**config.mk**
```make
export PLATFORM = sky130hd
export DESIGN_NAME = euler_accumulator_flat
export DESIGN_NICKNAME = d
export VERILOG_FILES = /design/src/rtl/euler_accumulator_if.sv /design/src/rtl/euler_accumulator.sv /design/src/flat_wrapper.sv
export SDC_FILE = /design/constraint.sdc
export NUM_CORES = 1
export LEC_CHECK = 0
export CORE_UTILIZATION = 54
export CTS_CLUSTER_SIZE = 28
export DETAILED_ROUTE_END_ITERATION = 8
export GPL_TIMING_DRIVEN = 0
export HOLD_SLACK_MARGIN = 0.06
export PLACE_DENSITY = 0.82
export SYNTH_ARGS = -nofsm -noshare
export SYNTH_HDL_FRONTEND = slang
export SYNTH_SLANG_ARGS = --single-unit
```
**constraint.sdc**
```tcl
create_clock -name clk -period 3.7 [get_ports clk]
set_clock_uncertainty 0.2 [all_clocks]
set_input_delay 0.37 -clock clk [delete_from_list [all_inputs] [get_ports clk]]
set_output_delay 0.37 -clock clk [all_outputs]
set_load 0.05 [all_outputs]
```
**src/rtl/euler_accumulator_if.sv**
```systemverilog
// Increment input stream and updated-state output stream of the Euler accumulator.
// The master drives increments and output backpressure; the slave is the accumulator.
interface euler_accumulator_if #(
    parameter int unsigned WIDTH = 16
);
    logic             in_valid;
    logic             in_ready;
    logic [WIDTH-1:0] in_data;
    logic             in_sub;
    logic             out_valid;
    logic             out_ready;
    logic [WIDTH-1:0] out_data;

    modport master (
        output in_valid,
        output in_data,
        output in_sub,
        output out_ready,
        input  in_ready,
        input  out_valid,
        input  out_data
    );

    modport slave (
        input  in_valid,
        input  in_data,
        input  in_sub,
        input  out_ready,
        output in_ready,
        output out_valid,
        output out_data
    );
endinterface

```
**src/rtl/euler_accumulator.sv**
```systemverilog
// Euler accumulation stage: y <= y +/- h*f through one add_sub_cs, with saturation,
// sticky overflow, valid/ready output and a done pulse. add_sub_cs is defined here too.
module add_sub_cs (
    input  logic [15:0] in1_i,
    input  logic [15:0] in2_i,
    input  logic        sub_i,
    input  logic        cin_i,
    output logic [15:0] out_o,
    output logic        cout_o,
    output logic        invalid_o
);
    logic [15:0] op_b;
    logic        carry_in;
    logic [15:0] low_sum;
    logic [16:0] full_sum;

    always_comb begin
        op_b      = sub_i ? ~in2_i : in2_i;
        carry_in  = sub_i | cin_i;
        low_sum   = {1'b0, in1_i[14:0]} + {1'b0, op_b[14:0]} + {15'd0, carry_in};
        full_sum  = {1'b0, in1_i} + {1'b0, op_b} + {16'd0, carry_in};
        out_o     = full_sum[15:0];
        cout_o    = full_sum[16];
        // Signed overflow: carry into the sign bit differs from carry out of it.
        invalid_o = low_sum[15] ^ full_sum[16];
    end
endmodule

module euler_accumulator #(
    parameter int unsigned WIDTH = 16,
    parameter int unsigned CNT_W = 16
) (
    input  logic                 clk,
    input  logic                 rst,
    input  logic                 start_i,
    input  logic [WIDTH-1:0]     y0_i,
    input  logic [CNT_W-1:0]     n_steps_i,
    euler_accumulator_if.slave   bus_io,
    output logic [CNT_W-1:0]     step_count_o,
    output logic                 busy_o,
    output logic                 done_o,
    output logic                 overflow_o
);
    typedef enum logic [1:0] {StIdle, StRun, StDrain, StDone} state_e;

    localparam logic [WIDTH-1:0] SatPos = {1'b0, {(WIDTH - 1){1'b1}}};
    localparam logic [WIDTH-1:0] SatNeg = {1'b1, {(WIDTH - 1){1'b0}}};

    state_e           state_q;
    logic [WIDTH-1:0] acc_q;
    logic [CNT_W-1:0] n_q;
    logic [CNT_W-1:0] step_q;
    logic [WIDTH-1:0] out_data_q;
    logic             out_valid_q;
    logic             overflow_q;
    logic             busy_q;
    logic             done_q;

    logic [WIDTH-1:0] add_out;
    logic             add_invalid;
    logic             add_cout_unused;
    logic [WIDTH-1:0] step_val;
    logic [CNT_W-1:0] step_next;
    logic             in_ready;
    logic             accept;

    add_sub_cs u_add_sub (
        .in1_i     (acc_q),
        .in2_i     (bus_io.in_data),
        .sub_i     (bus_io.in_sub),
        .cin_i     (1'b0),
        .out_o     (add_out),
        .cout_o    (add_cout_unused),
        .invalid_o (add_invalid)
    );

    always_comb begin
        in_ready  = (state_q == StRun) && (step_q < n_q) && (!out_valid_q || bus_io.out_ready);
        accept    = in_ready && bus_io.in_valid;
        step_next = step_q + CNT_W'(1);
        // Saturate toward the sign of the pre-step state.
        step_val  = add_invalid ? (acc_q[WIDTH-1] ? SatNeg : SatPos) : add_out;
    end

    always_ff @(posedge clk or posedge rst) begin
        if (rst) begin
            state_q     <= StIdle;
            acc_q       <= '0;
            n_q         <= '0;
            step_q      <= '0;
            out_data_q  <= '0;
            out_valid_q <= 1'b0;
            overflow_q  <= 1'b0;
            busy_q      <= 1'b0;
            done_q      <= 1'b0;
        end else begin
            done_q <= 1'b0;
            if (bus_io.out_ready) begin
                out_valid_q <= 1'b0;
            end
            unique case (state_q)
                StIdle: begin
                    if (start_i) begin
                        acc_q      <= y0_i;
                        n_q        <= n_steps_i;
                        step_q     <= '0;
                        overflow_q <= 1'b0;
                        if (n_steps_i == '0) begin
                            state_q <= StDone;
                            done_q  <= 1'b1;
                        end else begin
                            state_q <= StRun;
                            busy_q  <= 1'b1;
                        end
                    end
                end
                StRun: begin
                    if (accept) begin
                        acc_q       <= step_val;
                        out_data_q  <= step_val;
                        out_valid_q <= 1'b1;
                        step_q      <= step_next;
                        overflow_q  <= overflow_q | add_invalid;
                        if (step_next == n_q) begin
                            state_q <= StDrain;
                        end
                    end
                end
                StDrain: begin
                    if (!out_valid_q || bus_io.out_ready) begin
                        state_q <= StDone;
                        busy_q  <= 1'b0;
                        done_q  <= 1'b1;
                    end
                end
                StDone: begin
                    state_q <= StIdle;
                end
                default: begin
                    state_q <= StIdle;
                    busy_q  <= 1'b0;
                end
            endcase
        end
    end

    assign bus_io.in_ready  = in_ready;
    assign bus_io.out_valid = out_valid_q;
    assign bus_io.out_data  = out_data_q;
    assign step_count_o     = step_q;
    assign busy_o           = busy_q;
    assign done_o           = done_q;
    assign overflow_o       = overflow_q;
endmodule

```
**src/flat_wrapper.sv**
```systemverilog
// flat-port wrapper written by rule: the top's interface ports become plain ports
module euler_accumulator_flat 
#(
    parameter int unsigned WIDTH = 16,
    parameter int unsigned CNT_W = 16
)
  (clk, rst, start_i, y0_i, n_steps_i, step_count_o, busy_o, done_o, overflow_o, bus_io_in_valid, bus_io_in_data, bus_io_in_sub, bus_io_out_ready, bus_io_in_ready, bus_io_out_valid, bus_io_out_data);
  euler_accumulator_if #(.WIDTH(WIDTH)) bus_io_i ();
  input  logic clk;
  input  logic rst;
  input  logic start_i;
  input  logic [WIDTH-1:0] y0_i;
  input  logic [CNT_W-1:0] n_steps_i;
  output logic [CNT_W-1:0] step_count_o;
  output logic busy_o;
  output logic done_o;
  output logic overflow_o;
  input wire logic [$bits(bus_io_i.in_valid)-1:0] bus_io_in_valid;
  input wire logic [$bits(bus_io_i.in_data)-1:0] bus_io_in_data;
  input wire logic [$bits(bus_io_i.in_sub)-1:0] bus_io_in_sub;
  input wire logic [$bits(bus_io_i.out_ready)-1:0] bus_io_out_ready;
  output wire logic [$bits(bus_io_i.in_ready)-1:0] bus_io_in_ready;
  output wire logic [$bits(bus_io_i.out_valid)-1:0] bus_io_out_valid;
  output wire logic [$bits(bus_io_i.out_data)-1:0] bus_io_out_data;
  assign bus_io_i.in_valid = bus_io_in_valid;
  assign bus_io_i.in_data = bus_io_in_data;
  assign bus_io_i.in_sub = bus_io_in_sub;
  assign bus_io_i.out_ready = bus_io_out_ready;
  assign bus_io_in_ready = bus_io_i.in_ready;
  assign bus_io_out_valid = bus_io_i.out_valid;
  assign bus_io_out_data = bus_io_i.out_data;
  euler_accumulator #(.WIDTH(WIDTH), .CNT_W(CNT_W)) u_core (.clk(clk), .rst(rst), .start_i(start_i), .y0_i(y0_i), .n_steps_i(n_steps_i), .bus_io(bus_io_i), .step_count_o(step_count_o), .busy_o(busy_o), .done_o(done_o), .overflow_o(overflow_o));
endmodule
```
==> results of run 1 <==
## registers in the layout (all words and copies together), names as in the netlist
register and cells:
u_core.acc_q 16, u_core.bus_io.out_data 16, u_core.n_q 16, u_core.step_count_o 16, u_core.state_q 2, u_core.bus_io.out_valid 1, u_core.busy_o 1, u_core.done_o 1
u_core.overflow_o 1
## worst min path at each step
stage                              start                         to  slack (ns)  cells after the start
2_1_floorplan            u_core.acc_q[4]            u_core.acc_q[4]        0.26                      2
3_3_place_gp   u_core.bus_io.out_data[5]  u_core.bus_io.out_data[5]        0.27                      2
3_5_place_dp   u_core.bus_io.out_data[4]  u_core.bus_io.out_data[4]        0.27                      2
4_1_cts        u_core.bus_io.out_data[4]  u_core.bus_io.out_data[4]        0.29                      2
5_1_grt        u_core.bus_io.out_data[4]  u_core.bus_io.out_data[4]        0.32                      2
6_report       u_core.bus_io.out_data[4]  u_core.bus_io.out_data[4]        0.29                      2
## area by class of cell
class / count / share of cell area
buffer: 31 / 0.0212
clock buffer: 12 / 0.0243
clock inverter: 4 / 0.00707
inverter: 25 / 0.0151
multi-input combinational: 445 / 0.493
sequential: 70 / 0.275
tap: 111 / 0.0218
timing repair buffer: 91 / 0.142
## report_power, final
part / internal [mW] / switching, mW / total [mW]
registers: 1.07 / 0.247 / 1.32
logic: 1.36 / 2.21 / 3.57
clock network: 0.346 / 0.304 / 0.649
## per-stage QoR
step	instances	hold WS, ns	utilization	instance area [um2]
6_report	789	0.290	0.693	6370
5_1_grt	789	0.321	0.693	6370
4_1_cts	787	0.293	0.689	6340
3_5_place_dp	771	0.274	0.667	6130
3_3_place_gp	771	0.269	0.666	6130
2_1_floorplan	571	0.262	-	5100
## repair_timing
action                     CTS  global route
hold buffers                 0             0
cloned                       0             0
resized for setup            7             4
buffers inserted             0             2
setup endpoints to repair   33            37
pin swaps                    1             2
## kinds of logic (layout without fill, tap and decap cells)
| family | count (synthesis) | in the layout | share of synthesized area |
|---|---|---|---|
| DFF | 70 | 70 | 0.344 |
| adders and majority gates | 36 | 36 | 0.0898 |
| muxes | 21 | 21 | 0.0456 |
| AOI/OAI and AO/OA | 186 | 186 | 0.237 |
| buffers and inverters | 56 | 163 | 0.0444 |
| xor gates and xnor gates | 49 | 49 | 0.0856 |
| and+or+nand+nor | 153 | 153 | 0.154 |
## routing by layer
layer	share of wire	vias up	wire length, um
met4	0.035	0	514
met1	0.40	2415	5970
met5	0	-	0
met3	0.056	40	830
met2	0.51	188	7520
li1	-	2302	-
## synthesized netlist by cell type (2+ instances only)
cell type,n
dfrtp_1,70
a21oi_1,63
o21ai_0,43
nand2_1,37
ha_1,35
nor2_1,30
xor2_1,26
inv_1,25
xnor2_1,22
clkbuf_1,21
mux2_2,18
nand3_1,16
a21o_1,15
o31ai_1,11
or3_1,10
and3_1,9
nand4_1,9
nor3_1,8
buf_2,7
o31a_1,7
a31oi_1,6
nand2b_1,6
nor4_1,6
nor2b_1,5
a211oi_1,4
a221o_1,4
and4_1,4
and2_1,3
mux2i_1,3
nor3b_1,3
o211ai_1,3
o21ai_1,3
or2_2,3
a211oi_2,2
a311oi_1,2
buf_4,2
nor2_2,2
o221ai_1,2
o41ai_1,2
## worst min-delay path: stages (launching register included)
cell     delay (ns)
dfrtp_1        0.35
nand2_1        0.05
o21ai_0        0.06
==> results.md, run 1 <==
* Outcome: finished, final reports clean
* Initial detailed-routing violation count at 283
* Syn avg cell area at roughly 8.9 um2
* Largest cells by area after synthesis: dfrtp_1 (34%), ha_1 (8.6%), a21oi_1 (6.2%)
* Worst slew pin tran at slightly below 0.9 ns
* Post-synthesis sequential area ratio at 0.344
* Sequential Area at 1750 um2
* Worst Setup SP: bus_io_in_data[0]
* Asr flop ratio synth at 1.00
* # IOs at 91
* Main flop type after synthesis: dfrtp_1
* F_max at between 0.2 and 0.3 GHz
* Clock transition at the registers of the reported paths at approximately 0.090 ns
* # setup viols final at 0
* Grt ovf at 0
* Met2 usage at 0.578
* FF-to-FF path depth at 13
* R2R Path Start: u_core.n_q[9]
* Fin crit period at approximately 3.6 ns
* YS warnings at 0
* Clk root buf: clkbuf_8
* Synth unique cells at 63
* Stages on the worst setup path at 12
* Crit path kind: in2reg
* Post-DP HPWL at 11.1 mm
* CP max stage delay at between 0.5 and 0.6 ns
* Worst Path Required at roughly 3.8 ns
* Kind of cell adding the most delay to the critical path: compound AO/OA/AOI/OAI gates
* Row Count at 35
* First-pass GRT wire length at approximately 24 mm
* H-tree depth at 3
* GRT Util Overall at 0.316
* Starting Density at 0.554
* Worst R2R End: u_core.step_count_o[4]
* Critical-path top delay cell: clkdlybuf4s50_1
* Initial antenna violation count at 0
* Commonest non-fill, non-tap cell in the layout: clkdlybuf4s50_1
* Crit path top cell by count: a21oi_1
* Share of layout cells above drive strength 1 at 0.0973
* Buf/Inv on CP at 2
* CP Capture Type: flip-flop
* Number of buffers created by CTS at 9
* Port-buffer cells at 89
* DRT Wirelength at 14.8 mm
* Routed vias at between 4,000 and 5,000
* Worst hold path type: reg2reg
* Slew Viols, Final at 0
* Critical path endpoint: u_core.acc_q[2]
* Busiest grt layer: met2
* Inserted Diodes at 0
* Clock insertion delay at the later pin of the skew report at 0.36 ns
* CP arrival at between 3 and 4 ns
* Area growth syn-to-layout at 25.0%
* Fillcell total at 747
* Initial DRT Pass Iterations at 7
* GR met1 Demand/Resource at 0.369
* Post-synth EDFFs at 0
* Worst slack at placement at -0.641 ns
* Synthesized instance count at 571
* Post-synthesis register bit count at 70
* Tcrit/Tclk final at 0.970
* Multi-input gate area at between 3000 and 4000 um2
* Power, Total at roughly 5.5 mW
* Hold Violations, Final at 0
* Pleak at ~2.7 nW
* Antenna-violating nets left at 0
* DRC at 0
* Vias in the first global route at ~5,000
* Chip Height at between 90 and 100 um
* Core Region at 9200 um2
* Drt via density at ~6.3
* Most frequent cells in the layout: clkdlybuf4s50_1 (88), dfrtp_1 (70), a21oi_1 (63)
* Worst slew margin at 0.405
* Setup crit start kind: primary input
* Cell area power density at 869 nW/um2
* Pin count of the biggest net entering global routing at about 70
* Die width at slightly below 100 um
* Share of the synthesized area in the top cell type at 0.344
* Worst VDD drop at roughly 0.38 mV
* Max_cap viols at 0
* Crit Path Max Fanout at 10
* Layout Nets at around 760
* Die area at between 9000 and 10,000 um2
* Cell chain of the critical path: clkdlybuf4s50_1 > mux2_2 > fa_1 > a211oi_2 > nor3_1 > o21ai_2 > o31a_1 > o21ai_0 > o2bb2ai_1 > buf_4 > a21oi_1 > a21oi_1
* TNS Setup at 0 ns
* Synth Cell Area at 5100 um2
* Met3 usage in global routing at 0.0548
* Syn Nets at ~660
* Post-synth top area cell: dfrtp_1
* Clock buffer depth at 2
* Clock Sinks at 70
* GPL Wtd Cong at between 0.9 and 1
* Final worst-path setup slack at about 0.11 ns
* Register-to-Register Setup Slack at 0.29 ns
* RSZ-0062 raised after global routing: true
* Routed len/inst at between 15 and 20 um
* CTS tree: done
Note: power is estimated with default switching activity, not from simulation.
==> run 2: changes to the inputs <==
--- a/config.mk
+++ b/config.mk
@@ -5,10 +5,10 @@
 export SDC_FILE = /design/constraint.sdc
 export NUM_CORES = 1
 export LEC_CHECK = 0
+export CORE_ASPECT_RATIO = 1.2
 export CORE_UTILIZATION = 54
 export CTS_CLUSTER_SIZE = 28
 export DETAILED_ROUTE_END_ITERATION = 8
-export GPL_TIMING_DRIVEN = 0
 export HOLD_SLACK_MARGIN = 0.06
 export PLACE_DENSITY = 0.82
 export SYNTH_ARGS = -nofsm -noshare
==> run 2 against run 1 <==
Against the previous run:
- cell count up 1.3%
- setup slack gained 0.21 ns
- worst hold slack improved by 0.0021 ns
- sequential share of layout area down 0.48 points
- die area about the same
- total power rose by 2.3%
- sequential cell count unchanged
- cell area grew 1.8%
- first-iteration DRC count fell by 11%
- global-route usage shrank 1.1 points
- maximum frequency grew 6.1%
- critical path depth unchanged
==> results.md, run 2 (same netlist as run 1, synthesis figures left out) <==
* Post-CTS Setup Bufs at 0 (unchanged)
* Pin count of the biggest net entering global routing at 41 (-42%)
* Routed len/inst at 17.8 um (-5.4%)
* Worst Setup SP: bus_io_in_sub
* Commonest non-fill, non-tap cell in the layout: clkdlybuf4s50_1
* Final instance area at 6490 um2 (+1.8%)
* Pleak at 2.83 nW (+3.2%)
* Starting Density at 0.559 (+0.00410)
* Clock buffer depth at 2 (unchanged)
* R2R Path Start: u_core.n_q[9]
* Worst VDD drop at 0.504 mV (+33%)
* Worst Path Required at 3.75 ns (about the same)
* First-pass GRT wire length at 23.3 mm (-4.3%)
* Clk root buf: clkbuf_8
* F_max at 0.296 GHz (+6.1%)
* RSZ-0062 raised after global routing: false
* # IOs at 91 (unchanged)
* Inst Count DP at 783 (+1.6%)
* Most frequent cells in the layout: clkdlybuf4s50_1 (89), dfrtp_1 (70), a21oi_1 (63)
* DRT Wirelength at 14.2 mm (-4.2%)
* Row Count at 38 (+8.6%)
* Area growth syn-to-layout at 27.3%
* Fin crit period at 3.38 ns (-0.206 ns)
* Max_cap viols at 0 (unchanged)
* # setup viols final at 0 (unchanged)
* Initial antenna violation count at 0 (unchanged)
* Routed vias at 4,923 (-0.44%)
* Initial detailed-routing violation count at 251 (-11%)
* Core Region at 9130 um2 (-0.73%)
* Number of buffers created by CTS at 9 (unchanged)
* CP arrival at 3.44 ns (-0.21 ns)
* H-tree depth at 3 (unchanged)
* Crit path kind: in2reg
* Drt via density at 6.16 (-1.7%)
* Port-buffer cells at 90 (+1.1%)
* Clock transition at the registers of the reported paths at 0.08 ns (about the same)
* Share of layout cells above drive strength 1 at 0.121 (+0.0234)
* Hold slack at 0.292 ns (+0.00207 ns)
* CP Capture Type: flip-flop
* Post-cts repair resize count at 0 (-7)
* DRC at 0 (unchanged)
* Clock Sinks at 70 (unchanged)
* Hold-fix buffers at CTS at 0 (unchanged)
* Hold Violations, Final at 0 (unchanged)
* Setup crit start kind: primary input
* Worst slew pin tran at 0.861 ns (-0.0320 ns)
* Antenna-violating nets left at 0 (unchanged)
* GRT Util Overall at 0.305 (-0.0114)
* Worst hold path type: reg2reg
* Chip Height at 108 um (+9.4%)
* Worst slack at placement at -0.0463 ns (+0.595 ns)
* CTS tree: done
* Slew Viols, Final at 0 (unchanged)
* Area after DPL at 6270 um2 (+2.3%)
* Tcrit/Tclk final at 0.914 (-0.0558)
* Die area at 9840 um2 (about the same)
* HP Start: u_core.bus_io.out_data[5]
* Outcome: finished, final reports clean
* Die width at 90.7 um (-8.5%)
* Inserted Diodes at 0 (unchanged)
* Vias in the first global route at 4,987 (+0.080%)
* Cell area power density at 874 nW/um2 (+0.52%)
* Utilization after layout at 0.711 (+0.0176)
* Layout Nets at 764 (+0.13%)
* Initial DRT Pass Iterations at 5 (-2)
* GPL Wtd Cong at 0.897 (-6.5%)
* Crit Path Max Fanout at 16 (+6)
* Post-DP HPWL at 10.9 mm (-1.3%)
* Clock insertion delay at the later pin of the skew report at 0.37 ns (about the same)
* Grt ovf at 0 (unchanged)
* Final worst-path setup slack at 0.317 ns (+0.206 ns)
* Layout Cells excl Fill at 799 (+1.3%)
* Worst slew margin at 0.425 (+0.0205)
-- run 2: changes by cell type in the layout (fill, tap and decap cells not counted), sizes merged --
cell and delta:
clkdlybuf4s15 -1, clkbuf -23, clkinvlp +1, buf +22, clkdlybuf4s50 +1, bufinv +1
-- run 2: cell type report --
cell class,count,area [um2]
timing repair buffer,123,1160
clock buffer,10,128
inverter,25,93.8
sequential,70,1750
tap,120,150
clock inverter,6,86.3
fill,720,2640
multi-input combinational,445,3120
-- run 2: worst paths after layout --
check,endpoint,slack (ns),cells after the start
max,u_core.acc_q[14],0.32,12
min in group asynchronous,u_core.busy_o,0.31,2
max in group asynchronous,u_core.acc_q[0],2.24,3
max reg2reg,u_core.acc_q[12],0.39,11
min reg2reg,u_core.bus_io.out_data[5],0.29,2
min,u_core.bus_io.out_data[5],0.29,2
-- run 2: worst max-delay path: stages --
cell	delay, ns
clkdlybuf4s50_1	0.46
buf_12	0.18
mux2_2	0.30
fa_1	0.39
a211oi_1	0.33
nor3_1	0.11
o21ai_0	0.23
buf_4	0.17
o31ai_1	0.10
xnor2_1	0.41
nor2_1	0.12
o31a_1	0.26
-- run 2: routing by layer --
layer / GRT usage / vias up / part of all wire
li1: - / 2310 / -
met1: 0.324 / 2321 / 0.37
met2: 0.547 / 231 / 0.51
met3: 0.0598 / 61 / 0.061
met4: 0.211 / 0 / 0.057
met5: 0 / - / 0
-- run 2: stage by stage --
| stage | power, mW | TNS [ns] |
|---|---|---|
| 2_1_floorplan | 3.76 | 0 |
| 3_3_place_gp | 4.82 | 0 |
| 3_5_place_dp | 4.93 | -0.0651 |
| 4_1_cts | 5.64 | 0 |
| 5_1_grt | 6.06 | 0 |
| 6_report | 5.67 | 0 |
-- run 2: power breakdown --
part	switching [mW]	internal, mW	total, mW
Combinational	2.17	1.47	3.64
Clock	0.312	0.378	0.691
Sequential	0.264	1.07	1.34
Total	2.74	2.93	5.67
